<file path="config.mk">
export PLATFORM = sky130hd
export DESIGN_NAME = game_controller
export DESIGN_NICKNAME = d
export VERILOG_FILES = /design/src/rtl/game_controller_pkg.sv /design/src/rtl/lfsr16.sv /design/src/rtl/game_controller.sv
export SDC_FILE = /design/constraint.sdc
export NUM_CORES = 1
export LEC_CHECK = 0
export BUFFER_PORTS_ARGS = -buffer_cell sky130_fd_sc_hd__buf_4
export CAP_MARGIN = 20
export CORE_MARGIN = 10
export CORE_UTILIZATION = 50
export DETAILED_ROUTE_END_ITERATION = 8
export PLACE_DENSITY_LB_ADDON = 0.25
export SYNTH_ARGS = -nofsm -noshare
export SYNTH_HDL_FRONTEND = slang
export SYNTH_SLANG_ARGS = --single-unit
</file>
<file path="constraint.sdc">
create_clock -name CLK100MHZ -period 6.9 [get_ports CLK100MHZ]
set_input_delay 2.07 -clock CLK100MHZ [delete_from_list [all_inputs] [get_ports CLK100MHZ]]
set_output_delay 2.07 -clock CLK100MHZ [all_outputs]
set_load 0.005 [all_outputs]
</file>
<file path="src/rtl/game_controller_pkg.sv">
// Shared definitions for the whack-a-mole game controller: state encoding,
// mole lifetime constants, LFSR seed and the difficulty-to-lifetime helper.
package game_controller_pkg;

  typedef enum logic [1:0] {
    ST_IDLE = 2'd0,
    ST_GAP  = 2'd1,
    ST_UP   = 2'd2,
    ST_OVER = 2'd3
  } state_t;

  localparam logic [9:0]  LIFE_EASY_MS = 10'd1000;
  localparam logic [9:0]  LIFE_MED_MS  = 10'd600;
  localparam logic [9:0]  LIFE_HARD_MS = 10'd350;
  localparam logic [15:0] LFSR_SEED    = 16'hACE1;

  // Mole lifetime in ms for a difficulty code; code 3 plays like code 2.
  function automatic logic [9:0] lifetime_ms(input logic [1:0] diff);
    logic [9:0] life;
    case (diff)
      2'd0:    life = LIFE_EASY_MS;
      2'd1:    life = LIFE_MED_MS;
      default: life = LIFE_HARD_MS;
    endcase
    return life;
  endfunction

endpackage

</file>
<file path="src/rtl/lfsr16.sv">
// 16-bit Fibonacci LFSR, taps x^16+x^14+x^13+x^11+1, stepping every cycle.
// Only the low nibble is exported since that is all the mole picker needs.
module lfsr16
  import game_controller_pkg::*;
(
  input  logic       clk,
  input  logic       rst,
  output logic [3:0] lfsr_low
);

  logic [15:0] lfsr;

  // Shift right, feeding the tap XOR back into the top bit.
  always_ff @(posedge clk) begin
    if (rst) begin
      lfsr <= LFSR_SEED;
    end else begin
      lfsr <= {lfsr[0] ^ lfsr[2] ^ lfsr[3] ^ lfsr[5], lfsr[15:1]};
    end
  end

  assign lfsr_low = lfsr[3:0];

endmodule

</file>
<file path="src/rtl/game_controller.sv">
// Whack-a-mole round controller: IDLE -> GAP <-> UP -> OVER.
// Counts ms ticks for gap/lifetime timing and whole seconds for time_left.
// Optional build macro: MISS_PENALTY_EN (wrong-hole whack costs one point).
module game_controller
  import game_controller_pkg::*;
#(
  parameter int TICKS_PER_MS = 100000,
  parameter int GAP_MS       = 200
) (
  input  logic       CLK100MHZ,
  input  logic       rst,
  input  logic       gamestart,
  input  logic [5:0] gametime,
  input  logic [1:0] difficulty,
  input  logic       hit_valid,
  input  logic [3:0] hit_idx,
  output logic       mole_valid,
  output logic [3:0] mole_idx,
  output logic [5:0] time_left,
  output logic [7:0] score,
  output logic       game_over
);

  localparam int         TW        = (TICKS_PER_MS > 1) ? $clog2(TICKS_PER_MS) : 1;
  localparam logic [TW-1:0] TICK_LAST = TW'(TICKS_PER_MS - 1);
  localparam logic [9:0] GAP_LAST  = 10'(GAP_MS - 1);
  localparam logic [9:0] SEC_LAST  = 10'd999;

  state_t        state, state_nxt;
  logic [TW-1:0] tick_cnt, tick_cnt_nxt;
  logic [9:0]    phase_ms, phase_ms_nxt;   // ms spent in current GAP/UP phase
  logic [9:0]    sec_ms, sec_ms_nxt;       // ms into the current second
  logic [1:0]    diff, diff_nxt;
  logic          prev_start;
  logic          mole_valid_nxt;
  logic [3:0]    mole_idx_nxt;
  logic [5:0]    time_left_nxt;
  logic [7:0]    score_nxt;
  logic          game_over_nxt;

  logic          ms_tick;
  logic          sec_wrap;
  logic [9:0]    life_last;
  logic [3:0]    cand;
  logic [3:0]    lfsr_low;

  lfsr16 u_lfsr (
    .clk      (CLK100MHZ),
    .rst      (rst),
    .lfsr_low (lfsr_low)
  );

  // Next-state and next-output logic for the round FSM and its counters.
  always_comb begin
    state_nxt      = state;
    tick_cnt_nxt   = tick_cnt;
    phase_ms_nxt   = phase_ms;
    sec_ms_nxt     = sec_ms;
    diff_nxt       = diff;
    mole_valid_nxt = mole_valid;
    mole_idx_nxt   = mole_idx;
    time_left_nxt  = time_left;
    score_nxt      = score;
    game_over_nxt  = game_over;

    ms_tick   = (tick_cnt == TICK_LAST);
    sec_wrap  = ms_tick && (sec_ms == SEC_LAST);
    life_last = lifetime_ms(diff) - 10'd1;
    // Never repeat the hole of the previous mole.
    if (lfsr_low == mole_idx) begin
      cand = lfsr_low + 4'd1;
    end else begin
      cand = lfsr_low;
    end

    case (state)
      ST_IDLE: begin
        mole_valid_nxt = 1'b0;
        game_over_nxt  = 1'b0;
        if (gamestart && !prev_start && (gametime != 6'd0)) begin
          time_left_nxt = gametime;
          diff_nxt      = difficulty;
          score_nxt     = 8'd0;
          tick_cnt_nxt  = '0;
          phase_ms_nxt  = 10'd0;
          sec_ms_nxt    = 10'd0;
          state_nxt     = ST_GAP;
        end else begin
          state_nxt = ST_IDLE;
        end
      end

      ST_GAP, ST_UP: begin
        if (!gamestart) begin
          // Abort: drop the mole, keep the score on display.
          mole_valid_nxt = 1'b0;
          state_nxt      = ST_IDLE;
        end else if (sec_wrap && (time_left == 6'd1)) begin
          // Round ends; any whack in this cycle is deliberately not scored.
          time_left_nxt  = 6'd0;
          mole_valid_nxt = 1'b0;
          game_over_nxt  = 1'b1;
          state_nxt      = ST_OVER;
        end else begin
          tick_cnt_nxt = ms_tick ? '0 : (tick_cnt + TW'(1));
          if (sec_wrap) begin
            sec_ms_nxt    = 10'd0;
            time_left_nxt = time_left - 6'd1;
          end else if (ms_tick) begin
            sec_ms_nxt = sec_ms + 10'd1;
          end else begin
            sec_ms_nxt = sec_ms;
          end
          if (ms_tick) begin
            phase_ms_nxt = phase_ms + 10'd1;
          end else begin
            phase_ms_nxt = phase_ms;
          end

          if (state == ST_GAP) begin
            if (ms_tick && (phase_ms == GAP_LAST)) begin
              mole_idx_nxt   = cand;
              mole_valid_nxt = 1'b1;
              phase_ms_nxt   = 10'd0;
              state_nxt      = ST_UP;
            end else begin
              state_nxt = ST_GAP;
            end
          end else begin
            if (hit_valid && (hit_idx == mole_idx)) begin
              if (score != 8'hFF) begin
                score_nxt = score + 8'd1;
              end else begin
                score_nxt = score;
              end
              mole_valid_nxt = 1'b0;
              phase_ms_nxt   = 10'd0;
              state_nxt      = ST_GAP;
            end else begin
`ifdef MISS_PENALTY_EN
              if (hit_valid && (score != 8'd0)) begin
                score_nxt = score - 8'd1;
              end else begin
                score_nxt = score;
              end
`else
              score_nxt = score;
`endif
              if (ms_tick && (phase_ms == life_last)) begin
                mole_valid_nxt = 1'b0;
                phase_ms_nxt   = 10'd0;
                state_nxt      = ST_GAP;
              end else begin
                state_nxt = ST_UP;
              end
            end
          end
        end
      end

      ST_OVER: begin
        mole_valid_nxt = 1'b0;
        if (!gamestart) begin
          game_over_nxt = 1'b0;
          state_nxt     = ST_IDLE;
        end else begin
          game_over_nxt = 1'b1;
        end
      end

      default: begin
        mole_valid_nxt = 1'b0;
        game_over_nxt  = 1'b0;
        state_nxt      = ST_IDLE;
      end
    endcase
  end

  // State, counter and registered-output update with synchronous reset.
  always_ff @(posedge CLK100MHZ) begin
    if (rst) begin
      state      <= ST_IDLE;
      tick_cnt   <= '0;
      phase_ms   <= 10'd0;
      sec_ms     <= 10'd0;
      diff       <= 2'd0;
      prev_start <= 1'b0;
      mole_valid <= 1'b0;
      mole_idx   <= 4'd0;
      time_left  <= 6'd0;
      score      <= 8'd0;
      game_over  <= 1'b0;
    end else begin
      state      <= state_nxt;
      tick_cnt   <= tick_cnt_nxt;
      phase_ms   <= phase_ms_nxt;
      sec_ms     <= sec_ms_nxt;
      diff       <= diff_nxt;
      prev_start <= gamestart;
      mole_valid <= mole_valid_nxt;
      mole_idx   <= mole_idx_nxt;
      time_left  <= time_left_nxt;
      score      <= score_nxt;
      game_over  <= game_over_nxt;
    end
  end

endmodule

</file>
; ---- Word level (Yosys, flattened, before mapping)
; Cells that the tools add are included.
[totals]
register_bits = 78
in_bits = 16
output_inout_bits = 20
wordCells = 122
[classes]
add_sub_neg = 7
n_eq_ne = 24
muxes = 53
bitwise = 4
n_reduce_logical = 22
[op_table]
columns = op, n
row1 = $mux 10, 12
row2 = $mux 17, 4
row3 = $pmux 10 s2, 3
row4 = $mux 8, 6
row5 = $pmux 17 s2, 1
row6 = $mux 6, 4
row7 = $add 10x1->10 const B, 2
row8 = $add 17x1->17 const B, 1
row9 = $eq 17x17->1 const B, 1
row10 = $ne 2x2->1 const B, 8
row11 = $pmux 8 s2, 1
row12 = $mux 2, 7
row13 = $pmux 6 s2, 1
row14 = $eq 10x10->1, 1
row15 = $eq 10x10->1 const B, 1
row16 = $eq 10x8->1 const B, 1
row17 = $mux 1, 10
row18 = $reduce_and 5->1, 2
row19 = $sub 10x1->10 const B, 1
row20 = $add 8x1->8 const B, 1
row21 = $eq 4x4->1, 2
row22 = $ne 8x8->1 const B, 1
row23 = $reduce_and 4->1, 2
row24 = $logic_and 1x1->1, 7
row25 = 21 further kinds, 30

; ---- Longest topological paths before layout
; Gate-level depths: netlist of run 1.
[logic_depth]
word_depth = 11
depth_mapped = 11
ltp_nobuf = 9

; ---- Cells and area by module
; A second synthesis of run 1 with hierarchy kept.
[unflattened]
cells_unflattened = 510
hier_area_um2 = 4205.3
[by_module_without_submodules]
columns = module, instances, cells_per_inst, area_per_inst_um2, seq_area_each_um2
row1 = game_controller, 1, 470, 3717.3, 1241.2
row2 = lfsr16, 1, 40, 488.0, 320.3

; ---- Worst setup path after synthesis of run 1
; No wires, ideal clock.
[synth_path]
path_type = input to register
from = in gametime[2]
to = reg phase_ms[4]
setup_ns = 0.117
arrival_time_ns = 3.841
required_time_ns = 6.783
path_slack_ns = 2.942
cell_stages = 7
n_path_buf = 1
cell_sequence = or4_1 > o31a_1 > or2_1 > o21ai_0 > buf_2 > a211oi_1 > a22o_2
[synth_between]
elab_chain_cells = 4
[synth_lines]
columns = element, line
row1 = "start, declared", game_controller.sv:13  ; input logic [5:0] gametime,
row2 = $reduce_bool 6->1, game_controller.sv:80  ; if (gamestart && !prev_start && (gametime != 6'd0)) begin
row3 = $logic_and 1x1->1, game_controller.sv:80
row4 = $ne 2x2->1 (no source line), -
row5 = $reduce_and 4->1 (no source line), -
row6 = "end signal, assigned", game_controller.sv:196  ; phase_ms <= phase_ms_nxt;
row7 = "end, declared", game_controller.sv:31  ; logic [9:0] phase_ms, phase_ms_nxt;
; No other way between the ends.
; A chain may end at the register's enable or synchronous reset.

; ---- Final worst setup path of run 1
[layout_path]
from = in gametime[2]
to = reg tick_cnt[3]
[layout_between]
elab_chain_cells = 4
[layout_lines]
columns = element, line
row1 = $reduce_bool 6->1, game_controller.sv:80
row2 = $logic_and 1x1->1, game_controller.sv:80
row3 = $ne 2x2->1 (no source line), -
row4 = $reduce_and 4->1 (no source line), -
row5 = "end signal, assigned", game_controller.sv:195  ; tick_cnt <= tick_cnt_nxt;
row6 = "end, declared", game_controller.sv:30  ; logic [TW-1:0] tick_cnt, tick_cnt_nxt;
; No other way between the ends.

==> out/metrics.yaml, run 1 <==
fin_skew_ns: 0.005444
initial_core_util_pct: 51.04
fin_crit_sh_pct: 58.54
place_congestion: 0.8886
ys_warn_count: 0
dp_hpwl_um: 6458
setup-violations-final: 0
status: "finished, final reports clean"
worst_pin_slew_ns: 1.041
rsz0062_at_grt: "no"
fmax_mhz: 247.6
ys_ff_latch: 78
synth-async-reset-ratio_pct: 0
final_cells: 602
cp_max_fo: 17
numCtsBuffers: 9
vdd_drop_max_uv: 123.0
htreeDepth: 3
first_iter_violations: 164
clk_path_buf_depth: 2
dieArea_mm2: 0.01179
postCtsSetupBuffers: 0
antenna_found_initial: 0
die_h_um: 108.6
startpoint_type: "input pin"
syn_inst: 466
drive_above_1_share_pct: 13.80
io_pins: 36
synth-edff-count: 0
diodes: 0
place_inst: 586
slew_headroom_pct: 30.60
tns_ns: 0
die_w_um: 108.6
syn_nets: 493
synthDistinctLibCells: 60
wl_um: 9170
tritoncts: "built"
p_leak_nw: 1.683
ant_nets: 0
grt_pass1_vias: 3230
cp_data_arrival_time_ns: 4.31
yosysSeqAreaShare_pct: 39.80
io_buffers: 35
min_period_ns: 4.039
core-area_mm2: 0.007687
firstDrtPassIters: 4
grtUsageTotal_pct: 15.93
ys_top_cells_by_area: "dfxtp_1 40%, nor2_1 5.3%, xor2_1 4.7%, nand2_1 3.6%, xnor2_1 3.6%"
drc: 0
drv_cap: 0
overflow: 0
synth_top_area_cell: "dfxtp_1"
syn2layout_area_growth_pct: 13.23
cts.sinks: 78
finalNetCount: 523
ctsResizeCount: 0
drv_slew: 0
syn_area_mm2: 0.003924
viasPerCell: 5.611
cts_hold_buf: 0
critPathKind: "input pin to register"
grt_max_degree: 45
cp-end-kind: "register"
rows: 32
synthFlopType: "dfxtp_1"
cp.required_ns: 7.17
synth_top_cell_area_share_pct: 39.80
min_path_type: "register to register"
insertion_delay_ns: 0.35
hold_violations: 0
powerDensity_mw_per_mm2: 207.2
grt_pass1_wl_um: 15510
post_drt_wl_per_cell_um: 15.23
root_buffer: "clkbuf_8"
synth.avg_cell_area_um2: 8.420
vias: 3378
cts.clk_slew.worst_paths_ns: 0.08
## state kept, by name (all words and copies together) (netlist names)
signal       cells
tick_cnt        17
u_lfsr.lfsr     16
phase_ms        10
sec_ms          10
score            8
time_left        6
mole_idx         4
diff             2
state            2
game_over        1
mole_valid       1
prev_start       1
## final cells by class
type                    count  area, um^2
fillers                   732        3244
multi-input cells         356        2225
flip-flops and latches     78        1562
repair buffers             36       270.3
clock buffers              10       127.6
well taps                 102       127.6
clock inverters             5       75.07
inverters                  15       56.30
## layer usage
metal	part of all wire, %	GRT usage [%]	vias up
met2	46	25.73	68
met1	47	20.24	1592
met5	0	0	-
met3	5.6	4.759	14
li1	-	-	1704
met4	1.2	4.237	0
## kinds of logic (layout without fill, tap and decap cells)
logic type / count (synthesis) / after routing / synth area share, %
xor gates and xnor gates: 37 / 37 / 8.259
adders and majority gates: 11 / 11 / 3.508
AOI/OAI and AO/OA: 81 / 81 / 13.58
DFF: 78 / 78 / 39.80
muxes: 8 / 8 / 2.073
and+or+nand+nor: 219 / 219 / 29.27
buffers and inverters: 32 / 66 / 3.508
## placed cells by master, fill, tap and decap left out, types with 16 or more instances in the layout
| master | count |
|---|---|
| a21oi_1 | 23 |
| nand4_1 | 16 |
| dfxtp_1 | 78 |
| xor2_1 | 21 |
| nor2_1 | 55 |
| xnor2_1 | 16 |
| buf_4 | 35 |
| nand3_1 | 17 |
| nand2_1 | 38 |
| o21ai_0 | 22 |
## critical path, stage by stage
cell and delay [ns]:
buf_4 0.11, or4_1 0.56, o31a_1 0.33, or2_1 0.30, o21ai_2 0.23, nand2b_1 0.47
a21oi_1 0.25
## synth_stat cells (all sizes together), types with 2 or more instances
cell type and n:
a211o 2, a211oi 3, a21boi 3, a21o 3
a21oi 23, a22o 4, a22oi 2, and2 2
and3 16, and4 2, buf 7, clkbuf 10
dfxtp 78, ha 11, inv 15, mux2i 7
nand2 39, nand2b 5, nand3 17, nand4 16
nor2 55, nor2b 13, nor3 14, nor3b 2
nor4 9, nor4b 4, o21ai 25, o2bb2a 3
o31ai 4, or2 8, or3 8, or4 3
xnor2 16, xor2 21
## per-stage QoR
step	hold WS, ns	area (um^2)	util, %	worst slack (ns)	total power, W
after floorplan	0.3895	3924	-	2.942	0.0005367
after global placement	0.3907	4233	55.06	2.433	0.0005621
after detailed placement	0.3933	4233	55.06	2.409	0.0005639
after CTS	0.4110	4436	57.70	2.775	0.0009286
after global routing	0.4222	4443	57.80	2.701	0.0009548
final	0.4106	4443	57.80	2.861	0.0009205
## final timing paths
kind / end / cells after the start / start / slack [ns]
worst max-delay path: tick_cnt[3]$_SDFFE_PP0P_ / 7 / gametime[2] / 2.86
worst min-delay path: u_lfsr.lfsr[5]$_SDFF_PP1_ / 1 / u_lfsr.lfsr[6]$_SDFF_PP1_ / 0.41
worst min register to register: u_lfsr.lfsr[5]$_SDFF_PP1_ / 1 / u_lfsr.lfsr[6]$_SDFF_PP1_ / 0.41
worst max register to register: phase_ms[5]$_SDFFE_PP0P_ / 9 / state[0]$_SDFFE_PP0N_ / 3.72
## where the power goes
part | switching, W | internal (W) | total (W)
clock | 0.000165 | 0.000200 | 0.000365
combinational | 0.0000504 | 0.0000345 | 0.0000849
sequential | 0.00000938 | 0.000461 | 0.000470
Power figures use the tool's default switching activity.
==> run 2, diff against run 1 <==
- clock period: 6.9 -> 3.85 ns (I/O delays scaled with it)
==> run 2 against run 1 <==
Compared with the run above:
- flip-flop and latch count stayed put
- global-route usage is 0.60 points lower
- utilization is 0.16 points higher
- combinational power is 78% higher
- clock power is 75% higher
- highest routed layer unchanged
- sequential share of layout area is 0.099 points lower
- count of clock-buffer cells in the layout stayed put
- critical endpoint is now tick_cnt[1]$_SDFFE_PP0P_
- cell count is 0.33% higher
- die area stayed put
==> out/metrics.yaml, run 2 (synthesis results as in run 1) <==
reg2reg_from: "tick_cnt[8]$_SDFFE_PP0P_"
whs_ns: 0.4155
rows: 32
htreeDepth: 3
final_cell_mix: "78 x dfxtp_1, 55 x nor2_1, 38 x nand2_1, 37 x buf_4, 23 x a21oi_1"
min_path_type: "register to register"
largest_register_ffs: 17
firstDrtPassIters: 4
fin_crit_sh_pct: 81.59
viasPerCell: 5.589
setup-violations-final: 0
cts_hold_buf: 0
path_cells: "buf_4, or4_1, o31a_1, or2_1, o21ai_2, nand2b_1, a21oi_1"
fin_skew_ns: 0.01322
syn2layout_area_growth_pct: 13.55
dp_hpwl_um: 6518
vias: 3376
hold_violations: 0
initial_core_util_pct: 51.04
cp_slowest_cell: "or4_1"
tns_ns: 0
slowest_delay_ns: 0.57
critPathBufInv: 1
startpoint_type: "input pin"
p_leak_nw: 1.689
largest_register: "tick_cnt"
drv_slew: 0
cts.sinks: 78
multi_input_area_mm2: 0.002225
first_iter_violations: 178
clk_path_buf_depth: 2
overflow: 0
cp_data_arrival_time_ns: 3.41
postCtsSetupBuffers: 0
insertion_delay_ns: 0.36
cp-startpoint: "gametime[2]"
io_pins: 36
io_buffers: 35
fmax_mhz: 318.3
reg.largest.list: "tick_cnt: 17 flops, u_lfsr.lfsr: 16 flops"
cp.required_ns: 4.12
tritoncts: "built"
cp_max_fo: 17
vdd_drop_max_uv: 167.9
grtUsageTotal_pct: 15.33
root_buffer: "clkbuf_8"
grt_pass1_vias: 3219
numCtsBuffers: 9
die_w_um: 108.6
layout.area.seq_mm2: 0.001562
dieArea_mm2: 0.01179
antenna_found_initial: 0
core-area_mm2: 0.007687
final_cells: 604
die_h_um: 108.6
drc: 0
wl_um: 8988
rsz0062_at_grt: "no"
p_total_w: 0.001633
worst_pin_slew_ns: 0.9760
setup_slack_ns: 0.7088
ctsResizeCount: 0
ant_nets: 0
grt_pass1_wl_um: 14880
diodes: 0
place_congestion: 0.8518
dp_slack_ns: 0.3574
final_common_cell: "dfxtp_1"
finalNetCount: 524
post_drt_wl_per_cell_um: 14.88
min_period_ns: 3.141
place_inst: 588
status: "finished, final reports clean"
slew_headroom_pct: 34.93
crit_family: "simple AND/OR/NAND/NOR gates"
critPathKind: "input pin to register"
cts.clk_slew.worst_paths_ns: 0.08
drive_above_1_share_pct: 14.34
drv_cap: 0
fillCellCount: 732
grt_max_degree: 45
powerDensity_mw_per_mm2: 366.6
cp-end-kind: "register"
worstHoldStart: "u_lfsr.lfsr[12]$_SDFF_PP0_"
-- run 2: final timing paths --
path / to / slack [ns] / depth (start not counted)
worst max register to register: phase_ms[7]$_SDFFE_PP0P_ / 0.93 / 7
worst min-delay path: u_lfsr.lfsr[11]$_SDFF_PP1_ / 0.42 / 1
worst min register to register: u_lfsr.lfsr[11]$_SDFF_PP1_ / 0.42 / 1
worst max-delay path: tick_cnt[1]$_SDFFE_PP0P_ / 0.71 / 7
-- run 2: per-layer routing --
layer / wire [um] / global-route usage [%]
met5: 0 / 0
met4: 148 / 6.591
met3: 445 / 3.093
met2: 4186 / 25.09
met1: 4208 / 19.16
-- run 2: final cells by class --
class / count / area share [%]
Tap cell: 102 / 2.864
Clock inverter: 6 / 1.573
Multi-Input combinational cell: 356 / 49.93
Inverter: 15 / 1.264
Clock buffer: 10 / 3.089
Sequential cell: 78 / 35.05
Timing Repair Buffer: 37 / 6.234
-- run 2: stage by stage --
stage / cell area [um^2] / util, %
2_1_floorplan: 3924 / -
3_3_place_gp: 4248 / 55.26
3_5_place_dp: 4248 / 55.26
4_1_cts: 4456 / 57.96
5_1_grt: 4456 / 57.96
6_report: 4456 / 57.96
-- run 2: report_power, final --
group          switching, W  leakage [nW]  internal, W
logic             0.0000882         0.948    0.0000624
clock network      0.000317         0.107     0.000322
registers         0.0000171         0.634     0.000826
